**src/rtl/dcache_pkg.sv**
```systemverilog
// Shared types and tree-PLRU helpers for the N-way data cache controller.
// The helpers work on a 15-bit tree (enough for 16 ways) and take the
// way-index width as an argument so one body serves every way count.
package dcache_pkg;

  typedef enum logic [2:0] {
    IDLE  = 3'd0,
    WB    = 3'd1,
    RD    = 3'd2,
    FCHK  = 3'd3,
    FWB   = 3'd4,
    FDONE = 3'd5
  } state_t;

  localparam int MAX_WBITS = 4;

  // Walk from the root; each bit points at the subtree holding the victim.
  function automatic logic [MAX_WBITS-1:0] plru_victim(input logic [14:0] plru,
                                                       input int wbits);
    logic [3:0] node;
    logic [3:0] way;
    node = '0;
    way  = '0;
    for (int lvl = 0; lvl < MAX_WBITS; lvl++) begin
      if (lvl < wbits) begin
        way  = {way[2:0], plru[node]};
        node = {node[2:0], 1'b0} + 4'd1 + {3'b000, plru[node]};
      end
    end
    return way;
  endfunction

  // Point every node on the path to 'way' at the other half of the tree.
  function automatic logic [14:0] plru_update(input logic [14:0] plru,
                                              input logic [MAX_WBITS-1:0] way,
                                              input int wbits);
    logic [3:0]  node;
    logic [3:0]  path;
    logic        b;
    logic [14:0] res;
    res  = plru;
    node = '0;
    path = way << (MAX_WBITS - wbits);
    for (int lvl = 0; lvl < MAX_WBITS; lvl++) begin
      if (lvl < wbits) begin
        b         = path[3];
        res[node] = ~b;
        node      = {node[2:0], 1'b0} + 4'd1 + {3'b000, b};
        path      = {path[2:0], 1'b0};
      end
    end
    return res;
  endfunction

endpackage

```
**src/rtl/dcache_ctrl_nway_if.sv**
```systemverilog
// CPU, datapath and cacheline-adaptor signals of the cache controller.
// master = controller side, slave = datapath/CPU/adaptor side.
interface dcache_ctrl_nway_if #(
  parameter int WAYS     = 4,
  parameter int SET_BITS = 3
);
  localparam int WBITS = $clog2(WAYS);

  logic                mem_read;
  logic                mem_write;
  logic                mem_resp;
  logic                flush_req;
  logic                flush_done;
  logic [WAYS-1:0]     hit_i;
  logic [WAYS-1:0]     valid_i;
  logic [WAYS-1:0]     dirty_i;
  logic [WAYS-2:0]     plru_i;
  logic                plru_load;
  logic [WAYS-2:0]     plru_o;
  logic [WBITS-1:0]    way_sel;
  logic                addr_src;
  logic                set_src;
  logic [SET_BITS-1:0] flush_set;
  logic                din_src;
  logic [WAYS-1:0]     we_mbe;
  logic [WAYS-1:0]     we_all;
  logic [WAYS-1:0]     valid_load;
  logic [WAYS-1:0]     dirty_load;
  logic [WAYS-1:0]     tag_load;
  logic                valid_o;
  logic                dirty_o;
  logic                pmem_read;
  logic                pmem_write;
  logic                pmem_resp;

  modport master (
    input  mem_read, mem_write, flush_req, hit_i, valid_i, dirty_i, plru_i, pmem_resp,
    output mem_resp, flush_done, plru_load, plru_o, way_sel, addr_src, set_src,
           flush_set, din_src, we_mbe, we_all, valid_load, dirty_load, tag_load,
           valid_o, dirty_o, pmem_read, pmem_write
  );

  modport slave (
    output mem_read, mem_write, flush_req, hit_i, valid_i, dirty_i, plru_i, pmem_resp,
    input  mem_resp, flush_done, plru_load, plru_o, way_sel, addr_src, set_src,
           flush_set, din_src, we_mbe, we_all, valid_load, dirty_load, tag_load,
           valid_o, dirty_o, pmem_read, pmem_write
  );
endinterface

```
**src/rtl/dcache_plru.sv**
```systemverilog
// Victim selection (invalid way first, else tree-PLRU) and the PLRU access
// update for the way that hit. Purely combinational.
module dcache_plru
  import dcache_pkg::*;
#(
  parameter int WAYS  = 4,
  parameter int WBITS = $clog2(WAYS)
) (
  input  logic [WAYS-2:0]  plru_i,
  input  logic [WAYS-1:0]  valid_i,
  input  logic [WBITS-1:0] hit_way,
  output logic [WBITS-1:0] victim,
  output logic [WAYS-2:0]  plru_o
);
  logic [14:0] tree;
  logic [3:0]  hit4;
  logic [3:0]  walk;
  logic [14:0] upd;
  logic        unused_hi;

  // Widen to the helper width, run the walk/update, then pick the victim.
  always_comb begin
    tree              = '0;
    tree[WAYS-2:0]    = plru_i;
    hit4              = '0;
    hit4[WBITS-1:0]   = hit_way;
    walk              = plru_victim(tree, WBITS);
    upd               = plru_update(tree, hit4, WBITS);
    plru_o            = upd[WAYS-2:0];
    victim            = walk[WBITS-1:0];
    for (int w = WAYS - 1; w >= 0; w--) begin
      if (!valid_i[w]) victim = WBITS'(w);
    end
  end

  assign unused_hi = ^{upd, walk};
endmodule

```
**src/rtl/dcache_ctrl_nway.sv**
```systemverilog
// Control FSM for a WAYS-way set-associative write-back, write-allocate
// data cache: hit service, victim writeback/fill, and a full flush walk.
//
//  state | meaning
//  IDLE  | wait for CPU request or flush; hits complete here
//  WB    | write dirty victim line back to memory
//  RD    | read missing line from memory and fill victim way
//  FCHK  | flush: inspect slot fcnt = {set, way}
//  FWB   | flush: write back the dirty slot, then clear its dirty bit
//  FDONE | flush finished, one-cycle flush_done
module dcache_ctrl_nway
  import dcache_pkg::*;
#(
  parameter int WAYS     = 4,
  parameter int SET_BITS = 3
) (
  input logic               clk,
  input logic               rst,
  dcache_ctrl_nway_if.master bus
);
  localparam int WBITS = $clog2(WAYS);
  localparam int FCW   = SET_BITS + WBITS;

  state_t              state;
  logic [WBITS-1:0]    victim_q;
  logic [WBITS-1:0]    victim;
  logic [WBITS-1:0]    hit_way;
  logic                hit_any;
  logic [WAYS-2:0]     plru_upd;
  logic [FCW-1:0]      fcnt;
  logic [WBITS-1:0]    fway;
  logic [SET_BITS-1:0] fset;
  logic                req;

  assign req  = bus.mem_read | bus.mem_write;
  assign fway = fcnt[WBITS-1:0];
  assign fset = fcnt[FCW-1:WBITS];

  // Encode the hitting way (lowest index wins if several are flagged).
  always_comb begin
    hit_any = 1'b0;
    hit_way = '0;
    for (int w = WAYS - 1; w >= 0; w--) begin
      if (bus.hit_i[w]) begin
        hit_any = 1'b1;
        hit_way = WBITS'(w);
      end
    end
  end

  dcache_plru #(.WAYS(WAYS), .WBITS(WBITS)) u_plru (
    .plru_i  (bus.plru_i),
    .valid_i (bus.valid_i),
    .hit_way (hit_way),
    .victim  (victim),
    .plru_o  (plru_upd)
  );

  // State, latched victim and flush counter. CPU requests win over flush.
  always_ff @(posedge clk or posedge rst) begin
    if (rst) begin
      state    <= IDLE;
      victim_q <= '0;
      fcnt     <= '0;
    end else begin
      case (state)
        IDLE: begin
          if (req) begin
            if (!hit_any) begin
              victim_q <= victim;
              state    <= (bus.valid_i[victim] && bus.dirty_i[victim]) ? WB : RD;
            end
          end else if (bus.flush_req) begin
            fcnt  <= '0;
            state <= FCHK;
          end
        end
        WB:  if (bus.pmem_resp) state <= RD;
        RD:  if (bus.pmem_resp) state <= IDLE;
        FCHK: begin
          if (bus.valid_i[fway] && bus.dirty_i[fway]) state <= FWB;
          else if (&fcnt)                             state <= FDONE;
          else                                        fcnt  <= fcnt + FCW'(1);
        end
        FWB: begin
          if (bus.pmem_resp) begin
            if (&fcnt) state <= FDONE;
            else begin
              fcnt  <= fcnt + FCW'(1);
              state <= FCHK;
            end
          end
        end
        FDONE:   state <= IDLE;
        default: state <= IDLE;
      endcase
    end
  end

  // Output decode from state (plus same-cycle hit and pmem_resp qualifiers).
  always_comb begin
    bus.mem_resp   = 1'b0;
    bus.flush_done = 1'b0;
    bus.plru_load  = 1'b0;
    bus.plru_o     = '0;
    bus.way_sel    = '0;
    bus.addr_src   = 1'b0;
    bus.set_src    = 1'b0;
    bus.flush_set  = '0;
    bus.din_src    = 1'b0;
    bus.we_mbe     = '0;
    bus.we_all     = '0;
    bus.valid_load = '0;
    bus.dirty_load = '0;
    bus.tag_load   = '0;
    bus.valid_o    = 1'b0;
    bus.dirty_o    = 1'b0;
    bus.pmem_read  = 1'b0;
    bus.pmem_write = 1'b0;
    case (state)
      IDLE: begin
        if (req && hit_any) begin
          bus.mem_resp  = 1'b1;
          bus.way_sel   = hit_way;
          bus.plru_load = 1'b1;
          bus.plru_o    = plru_upd;
          if (bus.mem_write) begin
            bus.we_mbe[hit_way]     = 1'b1;
            bus.dirty_load[hit_way] = 1'b1;
            bus.dirty_o             = 1'b1;
          end
        end
      end
      WB: begin
        bus.pmem_write = 1'b1;
        bus.way_sel    = victim_q;
        bus.addr_src   = 1'b1;
      end
      RD: begin
        bus.pmem_read = 1'b1;
        if (bus.pmem_resp) begin
          bus.din_src              = 1'b1;
          bus.we_all[victim_q]     = 1'b1;
          bus.tag_load[victim_q]   = 1'b1;
          bus.valid_load[victim_q] = 1'b1;
          bus.dirty_load[victim_q] = 1'b1;
          bus.valid_o              = 1'b1;
        end
      end
      FCHK: begin
        bus.set_src   = 1'b1;
        bus.flush_set = fset;
      end
      FWB: begin
        bus.set_src    = 1'b1;
        bus.flush_set  = fset;
        bus.pmem_write = 1'b1;
        bus.way_sel    = fway;
        bus.addr_src   = 1'b1;
        if (bus.pmem_resp) bus.dirty_load[fway] = 1'b1;
      end
      FDONE:   bus.flush_done = 1'b1;
      default: ;
    endcase
  end
endmodule

```
**src/flat_wrapper.sv**
```systemverilog
// flat-port wrapper written by rule: the top's interface ports become plain ports
module dcache_ctrl_nway_flat import dcache_pkg::*;
#(
  parameter int WAYS     = 4,
  parameter int SET_BITS = 3
)
  (clk, rst, bus_mem_read, bus_mem_write, bus_flush_req, bus_hit_i, bus_valid_i, bus_dirty_i, bus_plru_i, bus_pmem_resp, bus_mem_resp, bus_flush_done, bus_plru_load, bus_plru_o, bus_way_sel, bus_addr_src, bus_set_src, bus_flush_set, bus_din_src, bus_we_mbe, bus_we_all, bus_valid_load, bus_dirty_load, bus_tag_load, bus_valid_o, bus_dirty_o, bus_pmem_read, bus_pmem_write);
  dcache_ctrl_nway_if #(.WAYS(WAYS), .SET_BITS(SET_BITS)) bus_i ();
  input logic clk;
  input logic rst;
  input wire logic [$bits(bus_i.mem_read)-1:0] bus_mem_read;
  input wire logic [$bits(bus_i.mem_write)-1:0] bus_mem_write;
  input wire logic [$bits(bus_i.flush_req)-1:0] bus_flush_req;
  input wire logic [$bits(bus_i.hit_i)-1:0] bus_hit_i;
  input wire logic [$bits(bus_i.valid_i)-1:0] bus_valid_i;
  input wire logic [$bits(bus_i.dirty_i)-1:0] bus_dirty_i;
  input wire logic [$bits(bus_i.plru_i)-1:0] bus_plru_i;
  input wire logic [$bits(bus_i.pmem_resp)-1:0] bus_pmem_resp;
  output wire logic [$bits(bus_i.mem_resp)-1:0] bus_mem_resp;
  output wire logic [$bits(bus_i.flush_done)-1:0] bus_flush_done;
  output wire logic [$bits(bus_i.plru_load)-1:0] bus_plru_load;
  output wire logic [$bits(bus_i.plru_o)-1:0] bus_plru_o;
  output wire logic [$bits(bus_i.way_sel)-1:0] bus_way_sel;
  output wire logic [$bits(bus_i.addr_src)-1:0] bus_addr_src;
  output wire logic [$bits(bus_i.set_src)-1:0] bus_set_src;
  output wire logic [$bits(bus_i.flush_set)-1:0] bus_flush_set;
  output wire logic [$bits(bus_i.din_src)-1:0] bus_din_src;
  output wire logic [$bits(bus_i.we_mbe)-1:0] bus_we_mbe;
  output wire logic [$bits(bus_i.we_all)-1:0] bus_we_all;
  output wire logic [$bits(bus_i.valid_load)-1:0] bus_valid_load;
  output wire logic [$bits(bus_i.dirty_load)-1:0] bus_dirty_load;
  output wire logic [$bits(bus_i.tag_load)-1:0] bus_tag_load;
  output wire logic [$bits(bus_i.valid_o)-1:0] bus_valid_o;
  output wire logic [$bits(bus_i.dirty_o)-1:0] bus_dirty_o;
  output wire logic [$bits(bus_i.pmem_read)-1:0] bus_pmem_read;
  output wire logic [$bits(bus_i.pmem_write)-1:0] bus_pmem_write;
  assign bus_i.mem_read = bus_mem_read;
  assign bus_i.mem_write = bus_mem_write;
  assign bus_i.flush_req = bus_flush_req;
  assign bus_i.hit_i = bus_hit_i;
  assign bus_i.valid_i = bus_valid_i;
  assign bus_i.dirty_i = bus_dirty_i;
  assign bus_i.plru_i = bus_plru_i;
  assign bus_i.pmem_resp = bus_pmem_resp;
  assign bus_mem_resp = bus_i.mem_resp;
  assign bus_flush_done = bus_i.flush_done;
  assign bus_plru_load = bus_i.plru_load;
  assign bus_plru_o = bus_i.plru_o;
  assign bus_way_sel = bus_i.way_sel;
  assign bus_addr_src = bus_i.addr_src;
  assign bus_set_src = bus_i.set_src;
  assign bus_flush_set = bus_i.flush_set;
  assign bus_din_src = bus_i.din_src;
  assign bus_we_mbe = bus_i.we_mbe;
  assign bus_we_all = bus_i.we_all;
  assign bus_valid_load = bus_i.valid_load;
  assign bus_dirty_load = bus_i.dirty_load;
  assign bus_tag_load = bus_i.tag_load;
  assign bus_valid_o = bus_i.valid_o;
  assign bus_dirty_o = bus_i.dirty_o;
  assign bus_pmem_read = bus_i.pmem_read;
  assign bus_pmem_write = bus_i.pmem_write;
  dcache_ctrl_nway #(.WAYS(WAYS), .SET_BITS(SET_BITS)) u_core (.clk(clk), .rst(rst), .bus(bus_i));
endmodule
```
**config.mk**
```make
export PLATFORM = sky130hd
export DESIGN_NAME = dcache_ctrl_nway_flat
export DESIGN_NICKNAME = d
export VERILOG_FILES = /design/src/rtl/dcache_pkg.sv /design/src/rtl/dcache_ctrl_nway_if.sv /design/src/rtl/dcache_plru.sv /design/src/rtl/dcache_ctrl_nway.sv /design/src/flat_wrapper.sv
export SDC_FILE = /design/constraint.sdc
export NUM_CORES = 1
export LEC_CHECK = 0
export BUFFER_PORTS_ARGS = -buffer_cell sky130_fd_sc_hd__buf_2
export CAP_MARGIN = 40
export CORE_MARGIN = 2
export CORE_UTILIZATION = 30
export CTS_BUF_LIST = sky130_fd_sc_hd__clkbuf_4 sky130_fd_sc_hd__clkbuf_8
export CTS_CLUSTER_SIZE = 20
export DETAILED_ROUTE_END_ITERATION = 12
export GPL_TIMING_DRIVEN = 1
export PLACE_DENSITY = 0.6
export SLEW_MARGIN = 5
export SYNTH_ARGS = -nofsm -noshare
export SYNTH_HDL_FRONTEND = slang
export SYNTH_SLANG_ARGS = --single-unit
```
**constraint.sdc**
```tcl
create_clock -name clk -period 2.5 [get_ports clk]
set_input_delay 0.125 -clock clk [delete_from_list [all_inputs] [get_ports clk]]
set_output_delay 0.125 -clock clk [all_outputs]
set_load 0.01 [all_outputs]
```
==> metrics <==
GRT Total Usage 16.0%; CTS max path bufs 2; Reg area 250 sq um; Startpoint Class register; Post-Route WL 3370 um; status finished, final reports clean; drt first pass iters 4; Area contributors post-synth dfrtp_1 (21%), buf_4 (7.7%), nand2_1 (6.4%), nor2_1 (6.4%), ha_1 (5.3%); P_leak 0.801 nW; Post-synth top cells nand2_1 (20), nor2_1 (20), buf_4 (12); Crit path arrival time 1.96 ns; synthesis-to-layout area growth 25.3%; setup tns final 0 ns; initial core utilization 31.6%; VDD IR-drop max 0.000290 V; min Tclk post-route 2.09 ns; DR vias/cell 5.11; worst path cell trace nor2_1, nand2_1, o32ai_1, buf_2; Synth Register Bits 10; Seq/Total Area, Yosys 21.3%; Int Pwr 662 uW; Worst Path Max Fanout 13; H-tree levels 1; kind of end point of the critical path primary output; Synth async-reset ratio 100%; filler instances 408; die height 66.6 um; Final ANT Viol Nets 0; CTS resizes 0; Sink Count 10; drt wl/cell 13.4 um; Clock Latency Late Sink 0.24 ns; # setup viols final 0; Synth Area per Inst 7.54 sq um; CP max stage delay 0.52 ns; clk_skew 0.00506 ns; unrepaired setup endpoints after global routing false; Core Region 3720 sq um; CP top delay family simple AND/OR/NAND/NOR gates; post-placement cell count 247; Synth Flop Type dfrtp_1; critical path required time 2.38 ns; Final #Nets 231; max frequency 479 MHz; Synth Cell Area 1180 sq um; type of the worst min-delay path primary input to register; Critical path buffers and inverters 1; Final HPWL DP 2780 um; IO Pins 59; vias 1288; layout cells sized above 1 35.8%; number of flops mapped to enable cells by yosys 0; share of the synthesized area in the top cell type 21.3%; GP Congestion 0.844; syn nets 182; warnings from Yosys 0; largest net degree at the start of global routing 18; multi-input logic area 774 sq um; sw power 620 uW; Total Power 1.28 mW; CTS tree yes; antenna violations before repair 0; non-filler cells, final 252; Switching Fraction 48.3%; Rel. slew slack 69.8%; critical path's slowest cell dfrtp_1; # rows 22; critical path type register to primary output; port bufs 58; combinational share of power 59.5%; Reg power frac 24.6%; GRT Residual Overflow 0; Hold Violations, Final 0; diodes inserted 0; Post-Syn Instances 156; clk slew on worst S/H paths 0.05 ns; DR iter-0 viols 72; area leader, netlist dfrtp_1; Tightest Pin Transition 0.454 ns; die area 4440 sq um; Die X 66.6 um; first-pass GRT wire length 5350 um; Clock Tree Root clkbuf_8; Slew Viols, Final 0; PwrDens 870 nW/um^2; Clk pwr share 15.8%; # Max-Cap Violations 0; Period Utilization, post-route 83.5%; Yosys cell types 48; number of global-route vias before repair 1134; drt drc 0; Num CTS Buffers 3
==> stage by stage <==
stage / util (%) / hold WS [ns] / cell area, sq um / worst slack [ns]
CTS: 39.7 / 0.201 / 1470 / 0.419
finish: 39.7 / 0.192 / 1470 / 0.413
floorplan: - / -0.0348 / 1180 / 0.612
global placement: 37.9 / 0.124 / 1410 / 0.624
detailed placement: 37.9 / 0.128 / 1410 / 0.549
global route: 39.7 / 0.212 / 1470 / 0.246
==> cell usage in the layout (no fill, tap or decap), drive strengths merged, types with 2 or more instances in the layout <==
master	count
nor3b	5
a21boi	2
nor2	21
nand2	20
clkbuf	4
buf	58
o22ai	3
nand3b	2
o31ai	3
o21ai	17
inv	9
nand2b	3
ha	5
o311a	2
nor2b	6
o41ai	3
a211o	4
dfrtp	10
a21oi	2
nor3	2
and3	3
a22oi	2
==> cell type report <==
class,count,share of cell area (%)
timing repair buffer,59,20.4
tap,48,4.07
clock buffer,4,3.74
inverter,9,2.29
multi-input combinational,122,52.5
sequential,10,17.0
==> registers in the layout, indices dropped and copies added, names as in the netlist <==
name,flops
u_core.fcnt,5
u_core.state,3
u_core.victim_q,2
==> power by group through the flow <==
stage	Sequential [mW]	Combinational, mW	Clock [mW]
CTS	0.310	0.768	0.205
detailed placement	0.313	0.764	0
global route	0.327	0.844	0.216
finish	0.316	0.763	0.203
floorplan	0.244	0.639	0
global placement	0.311	0.768	0
==> final timing paths <==
| check | start | slack [ns] | cells past startpoint | endpoint |
|---|---|---|---|---|
| worst max-delay path | u_core.state[1] | 0.41 | 4 | bus_way_sel[0] |
| min in group asynchronous | rst | 0.41 | 3 | u_core.fcnt[2] |
| worst min-delay path | bus_valid_i[0] | 0.19 | 3 | u_core.victim_q[0] |
| worst min register to register | u_core.fcnt[3] | 0.51 | 1 | u_core.fcnt[3] |
| worst max register to register | u_core.fcnt[0] | 0.53 | 7 | u_core.fcnt[3] |
| max in group asynchronous | rst | 1.81 | 3 | u_core.victim_q[0] |
==> what timing repair did <==
action	CTS	global route
hold endpoints to repair	10	0
setup buffers	0	0
hold buffers	1	0
==> kinds of logic after synthesis <==
| family | Yosys count | synth area share [%] |
|---|---|---|
| and+or+nand+nor | 72 | 32.1 |
| AOI/OAI and AO/OA | 43 | 25.7 |
| buffers and inverters | 24 | 12.9 |
| DFF | 10 | 21.3 |
| adders and majority gates | 5 | 5.32 |
| xor gates and xnor gates | 1 | 0.745 |
| muxes | 1 | 1.91 |
==> worst min-delay path: stages <==
cell and delay, ns:
buf_2 0.12, o21ai_0 0.08, o41ai_1 0.07
==> per-layer routing <==
metal  wire length, um  global-route usage [%]  vias to the layer above  share of wire (%)
li1                  -                       -                      642                  -
met1              1570                    20.8                      602                 47
met2              1550                    26.4                       42                 46
met3               219                    4.22                        2                6.5
met4                27                    3.83                        0               0.80
met5                 0                       0                        -                  0
No activity file was read; power rests on OpenSTA's default activity.
